<file path="config.mk">
export PLATFORM = sky130hd
export DESIGN_NAME = sfifo_1w_2r_flat
export DESIGN_NICKNAME = d
export VERILOG_FILES = /design/src/rtl/sfifo_1w_2r_pkg.sv /design/src/rtl/sfifo_1w_2r_if.sv /design/src/rtl/sfifo_1w_2r_ptr.sv /design/src/rtl/sfifo_1w_2r.sv /design/src/flat_wrapper.sv
export SDC_FILE = /design/constraint.sdc
export NUM_CORES = 1
export LEC_CHECK = 0
export CORE_UTILIZATION = 49
export CTS_CLUSTER_DIAMETER = 100
export DETAILED_ROUTE_END_ITERATION = 10
export GPL_TIMING_DRIVEN = 1
export MAX_ROUTING_LAYER = met4
export PLACE_DENSITY = 0.74
export SYNTH_ARGS = -nofsm -noshare
export SYNTH_HDL_FRONTEND = slang
export SYNTH_HIERARCHICAL = 1
export SYNTH_SLANG_ARGS = --single-unit
</file>
<file path="constraint.sdc">
create_clock -name Clk -period 6.9 [get_ports Clk]
set_clock_uncertainty 0.1 [all_clocks]
set_input_delay 1.38 -clock Clk [delete_from_list [all_inputs] [get_ports Clk]]
set_output_delay 1.38 -clock Clk [all_outputs]
set_load 0.005 [all_outputs]
</file>
<file path="src/rtl/sfifo_1w_2r_pkg.sv">
// Shared constants for the one-write / two-read FIFO: the SMEM entry width used as
// the default data width, and the accept-strobe bundle passed from the pointer block.
package sfifo_1w_2r_pkg;

  localparam int SMEM_ENTRY_W = 65;
  localparam int SFIFO_ADDR_W = 2;

  typedef struct packed {
    logic wr_acc;
    logic rd_acc;
  } sfifo_acc_t;

endpackage

</file>
<file path="src/rtl/sfifo_1w_2r_if.sv">
// Producer/consumer signal bundle for sfifo_1w_2r. The FIFO side is the slave.
//
// Handshake: an entry on Data_in is taken on a cycle with WriteEn_in & ~Full_out.
// A pair is popped on a cycle with ReadEn_in & ~Empty_out, and it appears on
// Data_out_1 (older) / Data_out_2 (newer) the next cycle with a one-cycle Data_valid.
// A request that is not accepted is dropped, so the requester holds it until accepted.
interface sfifo_1w_2r_if #(
  parameter int DATA_WIDTH    = 65,
  parameter int ADDRESS_WIDTH = 2
) ();

  logic [DATA_WIDTH-1:0]    Data_in;
  logic                     WriteEn_in;
  logic                     Full_out;
  logic                     ReadEn_in;
  logic                     Empty_out;
  logic [DATA_WIDTH-1:0]    Data_out_1;
  logic [DATA_WIDTH-1:0]    Data_out_2;
  logic                     Data_valid;
  logic [ADDRESS_WIDTH:0]   Count_out;

  modport slave (
    input  Data_in, WriteEn_in, ReadEn_in,
    output Full_out, Empty_out, Data_out_1, Data_out_2, Data_valid, Count_out
  );

  modport master (
    output Data_in, WriteEn_in, ReadEn_in,
    input  Full_out, Empty_out, Data_out_1, Data_out_2, Data_valid, Count_out
  );

endinterface

</file>
<file path="src/rtl/sfifo_1w_2r_ptr.sv">
// Pointer/occupancy block for sfifo_1w_2r: write and pair-read pointers, the exact
// occupancy counter, the accept strobes and the Full/Empty flags.
module fifo_ptr_1w_2r
  import sfifo_1w_2r_pkg::*;
#(
  parameter int ADDRESS_WIDTH = SFIFO_ADDR_W
) (
  input  logic                     clk_i,
  input  logic                     rst_i,
  input  logic                     wr_en_i,
  input  logic                     rd_en_i,
  output sfifo_acc_t               acc_o,
  output logic [ADDRESS_WIDTH-1:0] wr_ptr_o,
  output logic [ADDRESS_WIDTH-1:0] rd_ptr_o,
  output logic [ADDRESS_WIDTH:0]   cnt_o,
  output logic                     full_o,
  output logic                     empty_o
);

  localparam int              AW         = ADDRESS_WIDTH;
  localparam int              CW         = ADDRESS_WIDTH + 1;
  localparam int              FIFO_DEPTH = 1 << ADDRESS_WIDTH;
  localparam logic [CW-1:0]   DEPTH_C    = CW'(FIFO_DEPTH);

  logic [AW-1:0] wr_ptr_q, wr_ptr_d;
  logic [AW-1:0] rd_ptr_q, rd_ptr_d;
  logic [CW-1:0] cnt_q, cnt_d;
  logic          wr_acc, rd_acc;

  // Flags come from the registered count, so a full FIFO refuses a write even when
  // a read in the same cycle frees space. Clear masks both accepts.
  assign full_o  = (cnt_q == DEPTH_C);
  assign empty_o = (cnt_q < CW'(2));
  assign wr_acc  = wr_en_i & ~full_o  & ~rst_i;
  assign rd_acc  = rd_en_i & ~empty_o & ~rst_i;

  always_comb begin
    wr_ptr_d = wr_ptr_q;
    rd_ptr_d = rd_ptr_q;
    cnt_d    = cnt_q;
    if (wr_acc) begin
      wr_ptr_d = wr_ptr_q + AW'(1);
      cnt_d    = cnt_d + CW'(1);
    end
    if (rd_acc) begin
      rd_ptr_d = rd_ptr_q + AW'(2);
      cnt_d    = cnt_d - CW'(2);
    end
  end

  always_ff @(posedge clk_i) begin
    if (rst_i) begin
      wr_ptr_q <= '0;
      rd_ptr_q <= '0;
      cnt_q    <= '0;
    end else begin
      wr_ptr_q <= wr_ptr_d;
      rd_ptr_q <= rd_ptr_d;
      cnt_q    <= cnt_d;
    end
  end

  assign acc_o.wr_acc = wr_acc;
  assign acc_o.rd_acc = rd_acc;
  assign wr_ptr_o     = wr_ptr_q;
  assign rd_ptr_o     = rd_ptr_q;
  assign cnt_o        = cnt_q;

endmodule

</file>
<file path="src/rtl/sfifo_1w_2r.sv">
// Single-clock FIFO taking one entry per write and releasing two entries per read.
// Holds the storage array and the registered pair outputs; pointers live in fifo_ptr_1w_2r.
module sfifo_1w_2r
  import sfifo_1w_2r_pkg::*;
#(
  parameter int DATA_WIDTH    = SMEM_ENTRY_W,
  parameter int ADDRESS_WIDTH = SFIFO_ADDR_W
) (
  input  logic          Clk,
  input  logic          Clear_in,
  sfifo_1w_2r_if.slave  fifo_io
);

  localparam int FIFO_DEPTH = 1 << ADDRESS_WIDTH;

  sfifo_acc_t                acc;
  logic [ADDRESS_WIDTH-1:0]  wr_ptr;
  logic [ADDRESS_WIDTH-1:0]  rd_ptr;
  logic [ADDRESS_WIDTH-1:0]  rd_ptr_odd;
  logic [ADDRESS_WIDTH:0]    cnt;
  logic                      full;
  logic                      empty;

  logic [DATA_WIDTH-1:0]     mem_q [FIFO_DEPTH];
  logic [DATA_WIDTH-1:0]     dout1_q, dout1_d;
  logic [DATA_WIDTH-1:0]     dout2_q, dout2_d;
  logic                      valid_q, valid_d;

  fifo_ptr_1w_2r #(
    .ADDRESS_WIDTH (ADDRESS_WIDTH)
  ) u_ptr (
    .clk_i    (Clk),
    .rst_i    (Clear_in),
    .wr_en_i  (fifo_io.WriteEn_in),
    .rd_en_i  (fifo_io.ReadEn_in),
    .acc_o    (acc),
    .wr_ptr_o (wr_ptr),
    .rd_ptr_o (rd_ptr),
    .cnt_o    (cnt),
    .full_o   (full),
    .empty_o  (empty)
  );

  // rd_ptr only ever holds even values, so the partner slot is rd_ptr with bit 0 set.
  assign rd_ptr_odd = {rd_ptr[ADDRESS_WIDTH-1:1], 1'b1};

  always_ff @(posedge Clk) begin
    if (acc.wr_acc) begin
      mem_q[wr_ptr] <= fifo_io.Data_in;
    end
  end

  always_comb begin
    dout1_d = dout1_q;
    dout2_d = dout2_q;
    valid_d = acc.rd_acc;
    if (acc.rd_acc) begin
      dout1_d = mem_q[rd_ptr];
      dout2_d = mem_q[rd_ptr_odd];
    end
  end

  always_ff @(posedge Clk) begin
    if (Clear_in) begin
      dout1_q <= '0;
      dout2_q <= '0;
      valid_q <= 1'b0;
    end else begin
      dout1_q <= dout1_d;
      dout2_q <= dout2_d;
      valid_q <= valid_d;
    end
  end

  assign fifo_io.Full_out   = full;
  assign fifo_io.Empty_out  = empty;
  assign fifo_io.Count_out  = cnt;
  assign fifo_io.Data_out_1 = dout1_q;
  assign fifo_io.Data_out_2 = dout2_q;
  assign fifo_io.Data_valid = valid_q;

endmodule
</file>
<file path="src/flat_wrapper.sv">
// flat-port wrapper written by rule: the top's interface ports become plain ports
module sfifo_1w_2r_flat import sfifo_1w_2r_pkg::*;
#(
  parameter int DATA_WIDTH    = SMEM_ENTRY_W,
  parameter int ADDRESS_WIDTH = SFIFO_ADDR_W
)
  (Clk, Clear_in, fifo_io_Data_in, fifo_io_WriteEn_in, fifo_io_ReadEn_in, fifo_io_Full_out, fifo_io_Empty_out, fifo_io_Data_out_1, fifo_io_Data_out_2, fifo_io_Data_valid, fifo_io_Count_out);
  sfifo_1w_2r_if #(.DATA_WIDTH(DATA_WIDTH), .ADDRESS_WIDTH(ADDRESS_WIDTH)) fifo_io_i ();
  input  logic Clk;
  input  logic Clear_in;
  input wire logic [$bits(fifo_io_i.Data_in)-1:0] fifo_io_Data_in;
  input wire logic [$bits(fifo_io_i.WriteEn_in)-1:0] fifo_io_WriteEn_in;
  input wire logic [$bits(fifo_io_i.ReadEn_in)-1:0] fifo_io_ReadEn_in;
  output wire logic [$bits(fifo_io_i.Full_out)-1:0] fifo_io_Full_out;
  output wire logic [$bits(fifo_io_i.Empty_out)-1:0] fifo_io_Empty_out;
  output wire logic [$bits(fifo_io_i.Data_out_1)-1:0] fifo_io_Data_out_1;
  output wire logic [$bits(fifo_io_i.Data_out_2)-1:0] fifo_io_Data_out_2;
  output wire logic [$bits(fifo_io_i.Data_valid)-1:0] fifo_io_Data_valid;
  output wire logic [$bits(fifo_io_i.Count_out)-1:0] fifo_io_Count_out;
  assign fifo_io_i.Data_in = fifo_io_Data_in;
  assign fifo_io_i.WriteEn_in = fifo_io_WriteEn_in;
  assign fifo_io_i.ReadEn_in = fifo_io_ReadEn_in;
  assign fifo_io_Full_out = fifo_io_i.Full_out;
  assign fifo_io_Empty_out = fifo_io_i.Empty_out;
  assign fifo_io_Data_out_1 = fifo_io_i.Data_out_1;
  assign fifo_io_Data_out_2 = fifo_io_i.Data_out_2;
  assign fifo_io_Data_valid = fifo_io_i.Data_valid;
  assign fifo_io_Count_out = fifo_io_i.Count_out;
  sfifo_1w_2r #(.DATA_WIDTH(DATA_WIDTH), .ADDRESS_WIDTH(ADDRESS_WIDTH)) u_core (.Clk(Clk), .Clear_in(Clear_in), .fifo_io(fifo_io_i));
endmodule
</file>
# Yosys cells after proc, flatten, opt, wreduce, memory -nomap -nowiden
# Memories as Yosys holds them, arrays and structs flattened. A register that Yosys moved wholly into a read port is not among the register bits.
# Cells that the tools add are included.
# classes
addsub,4
magnitude_cmp,1
n_eq_ne,1
n_mux,4
n_bitwise,7
# op_table
cell,count
$mux 3,2
$and 1x1->1,4
$add 3x1->3 const B,1
$eq 3x3->1 const B,1
$lt 3x2->1 const B,1
$not 1->1,3
$sub 3x2->3 const B,1
$add 2x1->2 const B,1
$add 2x2->2 const B,1
$mux 1,2
# word_totals
register_bits,8
mem_bits_rw,260
in_bits,69
output_inout_bits,136
elab_cells,22
mem_count,1
# memory_table
name,depth,width,read_ports,rd_clocked_by_memory_dff,write_ports,line_no,text
u_core.mem_q,4,65,2,2,1,sfifo_1w_2r.sv:24,logic [DATA_WIDTH-1:0] mem_q [FIFO_DEPTH];

# Longest topological paths before layout
# logic_depth
depth_word,7
ltp_mapped,9
ltp_nobuf,6

# Modules after synthesis
# Netlist, hierarchy kept.
# modules_own_cells
module,instances,cells_per_inst,area_per_inst_um2,seq_area_each_um2
sfifo_1w_2r,1,854,14321.2,10430.0
fifo_ptr_1w_2r,1,43,370.4,120.1

# Least setup slack after synthesis
# No wires, ideal clock.
# synth_path
path_type,input to register
startpoint,input port Clear_in
endpoint,"memory u_core.mem_q[0][0], enable pin"
setup_ns,0.581
arrival_time_ns,6.701
setup_slack_ns,-0.482
path_stages,5
path_cell_list,buf_6 nor2b_1 and2_1 buf_4 nor3b_1
# synth_between
elab_chain_len,4
# synth_rtl
element,line_no,text
start: declaration,flat_wrapper.sv:10,input logic Clear_in;
$not 1->1,sfifo_1w_2r_ptr.sv:34,assign wr_acc = wr_en_i & ~full_o & ~rst_i;
$and 1x1->1,sfifo_1w_2r_ptr.sv:34,
named net u_core.u_ptr.wr_acc,sfifo_1w_2r_ptr.sv:28,"logic wr_acc, rd_acc;"
$mux 1,sfifo_1w_2r.sv:48,if (acc.wr_acc) begin
$mux 1 (implied by the code),sfifo_1w_2r.sv:49,mem_q[wr_ptr] <= fifo_io.Data_in;
end: declaration,sfifo_1w_2r.sv:24,
# The timed path passes the listed nets, and every way through them passes these cells.

==> metrics <==
cell taking the most area after synthesis edfxtp_1; Via Count between 8000 and 9000; Main synth FF type edfxtp_1; Seq cells post-synth between 300 and 400; EDFF count, synth 260; hold path cells 2; nature of the critical path startpoint primary input; synth top area cells edfxtp_1, dfxtp_1, mux2i_1, o221ai_2, or3b_2; number of global-route vias before repair 8046; Placer Congestion 0.759; Worst-path clk slew 0.06 ns; Required @ worst endpoint 7.13 ns; Synth Net Count ~970; CTS Buf Count 40; via/cell ratio 5.38; number of cell rows 63; core area 0.0296 mm2; Routed Wire Length 29400 um; Final min period 3.87 ns; Total GRT Usage approximately 20%; leakage ~0.0057 uW; quantity of I/O buffers inserted on ports 204; Final Util 61.7%; First-pass DRT Iterations 5; Initial Utilization about 50%; CTS max path bufs 3; clock sinks 397; Hold Path Class flop to flop; measured slew at the worst slew-check pin 4.30 ns; crit share post-route 56.1%; Post-Synthesis Cell Area 0.0147 mm2; antenna-violating nets left 0; htree depth 2; root buffer cell clkbuf_16; yosys warns 6; RSZ-0062 raised after global routing no; DRC 0; Mapped Cells between 800 and 900; Max-cap violations 0; final count of pins violating max slew 66; Die ar. 0.0307 mm2; Final Hold Fails 0; CP Max Fanout 102; status finished, violations left; violation count after the first detailed-routing iteration 410; Yosys top cell area share 53.1%; setup violators final 0; I/O pin total 205; first-pass GRT wire length ~45000 um; nets 1158; wire per inst 19.5 um; Distinct cells, synth 36; Mapped Avg Cell Area 16.4 um2; maximum vdd ir drop 226 uV; commonest cells in the netlist edfxtp_1, dfxtp_1, mux2i_1; post_cts resized 0; Seq/Total Area, Yosys 71.8%; top-count cell post-synth edfxtp_1; failing checks slew limit; CP arrival 4.10 ns; Async SR Flop Fraction 0%; Die Wd 175 um; largest net degree at the start of global routing about 100; R2R depth 7; Clk Latency, worst-skew pair 0.51 ns; FILL cells 2162; Die H 175 um; CTS tree done; achievable frequency around 260 MHz; pwr/cell area 297 mW/mm2; Rel. slew slack -188%; grt total ovfl 0; setup_tns 0 ns; antenna violations before repair 1; Setup crit end kind flop; CTS hold repair buffers 0; setup bufs post-CTS 0; Syn-to-layout area delta 24.2%; share of cells above drive strength 1 17.4%; Setup CP Type primary input to flop; dpl hpwl roughly 17000 um
==> metal layers <==
layer / vias up / routed length (um) / track usage, %
met1: 3949 / 13200 / 26.1
met3: 48 / 1660 / 3.52
met4: 0 / 532 / 4.86
met2: 231 / 14000 / 31.0
met5: - / 0 / -
li1: 3875 / - / -
==> cell families after synthesis <==
kind of cell             after synthesis  share of synthesized area, %
buffers and inverters                 72                          2.72
XOR/XNOR                               4                         0.239
flip-flops                           397                          71.8
AO/OA/AOI/OAI                        136                          9.55
multiplexers                         131                          8.96
other                                  1                        0.0255
adder cells (fa/ha/maj)                2                         0.170
AND/OR/NAND/NOR                      154                          6.53
==> worst max-delay path, stage by stage <==
cell and delay, ns:
clkdlybuf4s50_1 0.44, o21ai_0 0.07, buf_4 0.17, nor2_4 0.08
buf_4 0.70, buf_4 0.85, or3b_2 0.27, o221ai_1 0.11
==> metrics by stage <==
step / power (uW) / worst slack, ns / instance area (um2) / instances / hold WS [ns]
6_report: 5420 / 3.03 / 18200 / 1507 / 0.383
2_1_floorplan: 3130 / 1.58 / 14700 / 897 / 0.374
3_3_place_gp: 3380 / 2.53 / 17000 / 1435 / 0.373
3_5_place_dp: 3390 / 2.48 / 17000 / 1435 / 0.378
5_1_grt: 5610 / 2.80 / 18200 / 1506 / 0.402
4_1_cts: 5460 / 3.00 / 18200 / 1505 / 0.386
==> flip-flops by register name, indices dropped and copies added, names as in the netlist <==
register,flops
u_core/fifo_io.Data_out_1,65
u_core/fifo_io.Data_out_2,65
u_core/fifo_io.Data_valid,1
u_core/mem_q,260
u_core/u_ptr/cnt_o,3
u_core/u_ptr/rd_ptr_o,1
u_core/u_ptr/wr_ptr_o,2
==> final timing paths <==
check	slack, ns	end	start
setup / recovery	3.03	u_core/fifo_io.Data_out_1[9]	fifo_io_ReadEn_in
hold / removal	0.38	u_core/fifo_io.Data_out_2[52]	u_core/fifo_io.Data_out_2[52]
setup reg to reg	3.90	u_core/fifo_io.Data_out_1[9]	u_core/u_ptr/cnt_o[2]
hold reg to reg	0.38	u_core/fifo_io.Data_out_2[52]	u_core/fifo_io.Data_out_2[52]
==> cell usage in the layout, fill, tap and decap left out, types with 3 or more instances in the layout <==
master           instances
clkdlybuf4s50_1        203
or3b_2                  65
o221ai_1                15
nor2_1                  70
mux2i_1                130
a211oi_1                65
dfxtp_1                136
edfxtp_1               260
o221ai_2                50
xor2_1                   3
buf_4                   14
clkbuf_16               41
inv_1                    3
clkinv_2                 3
nand2_1                  3
clkbuf_1                13
clkbuf_8                 6
a21oi_1                  3
==> where the power goes <==
part | internal, uW | total, uW | switching, uW
logic | 303 | 617 | 313
clock network | 1230 | 2070 | 840
registers | 2660 | 2730 | 71.7
==> final cells by class <==
| cell class | instances | area (um2) | share of cell area, % |
|---|---|---|---|
| multi-input combinational | 428 | 3780 | 20.7 |
| inverter | 3 | 11.3 | 0.0617 |
| sequential | 397 | 10600 | 57.9 |
| timing repair buffer | 217 | 2140 | 11.7 |
| tap | 390 | 488 | 2.68 |
| clock inverter | 10 | 109 | 0.597 |
| antenna | 2 | 5.00 | 0.0274 |
| clock buffer | 60 | 1160 | 6.34 |
(Power assumes the default switching activity.)
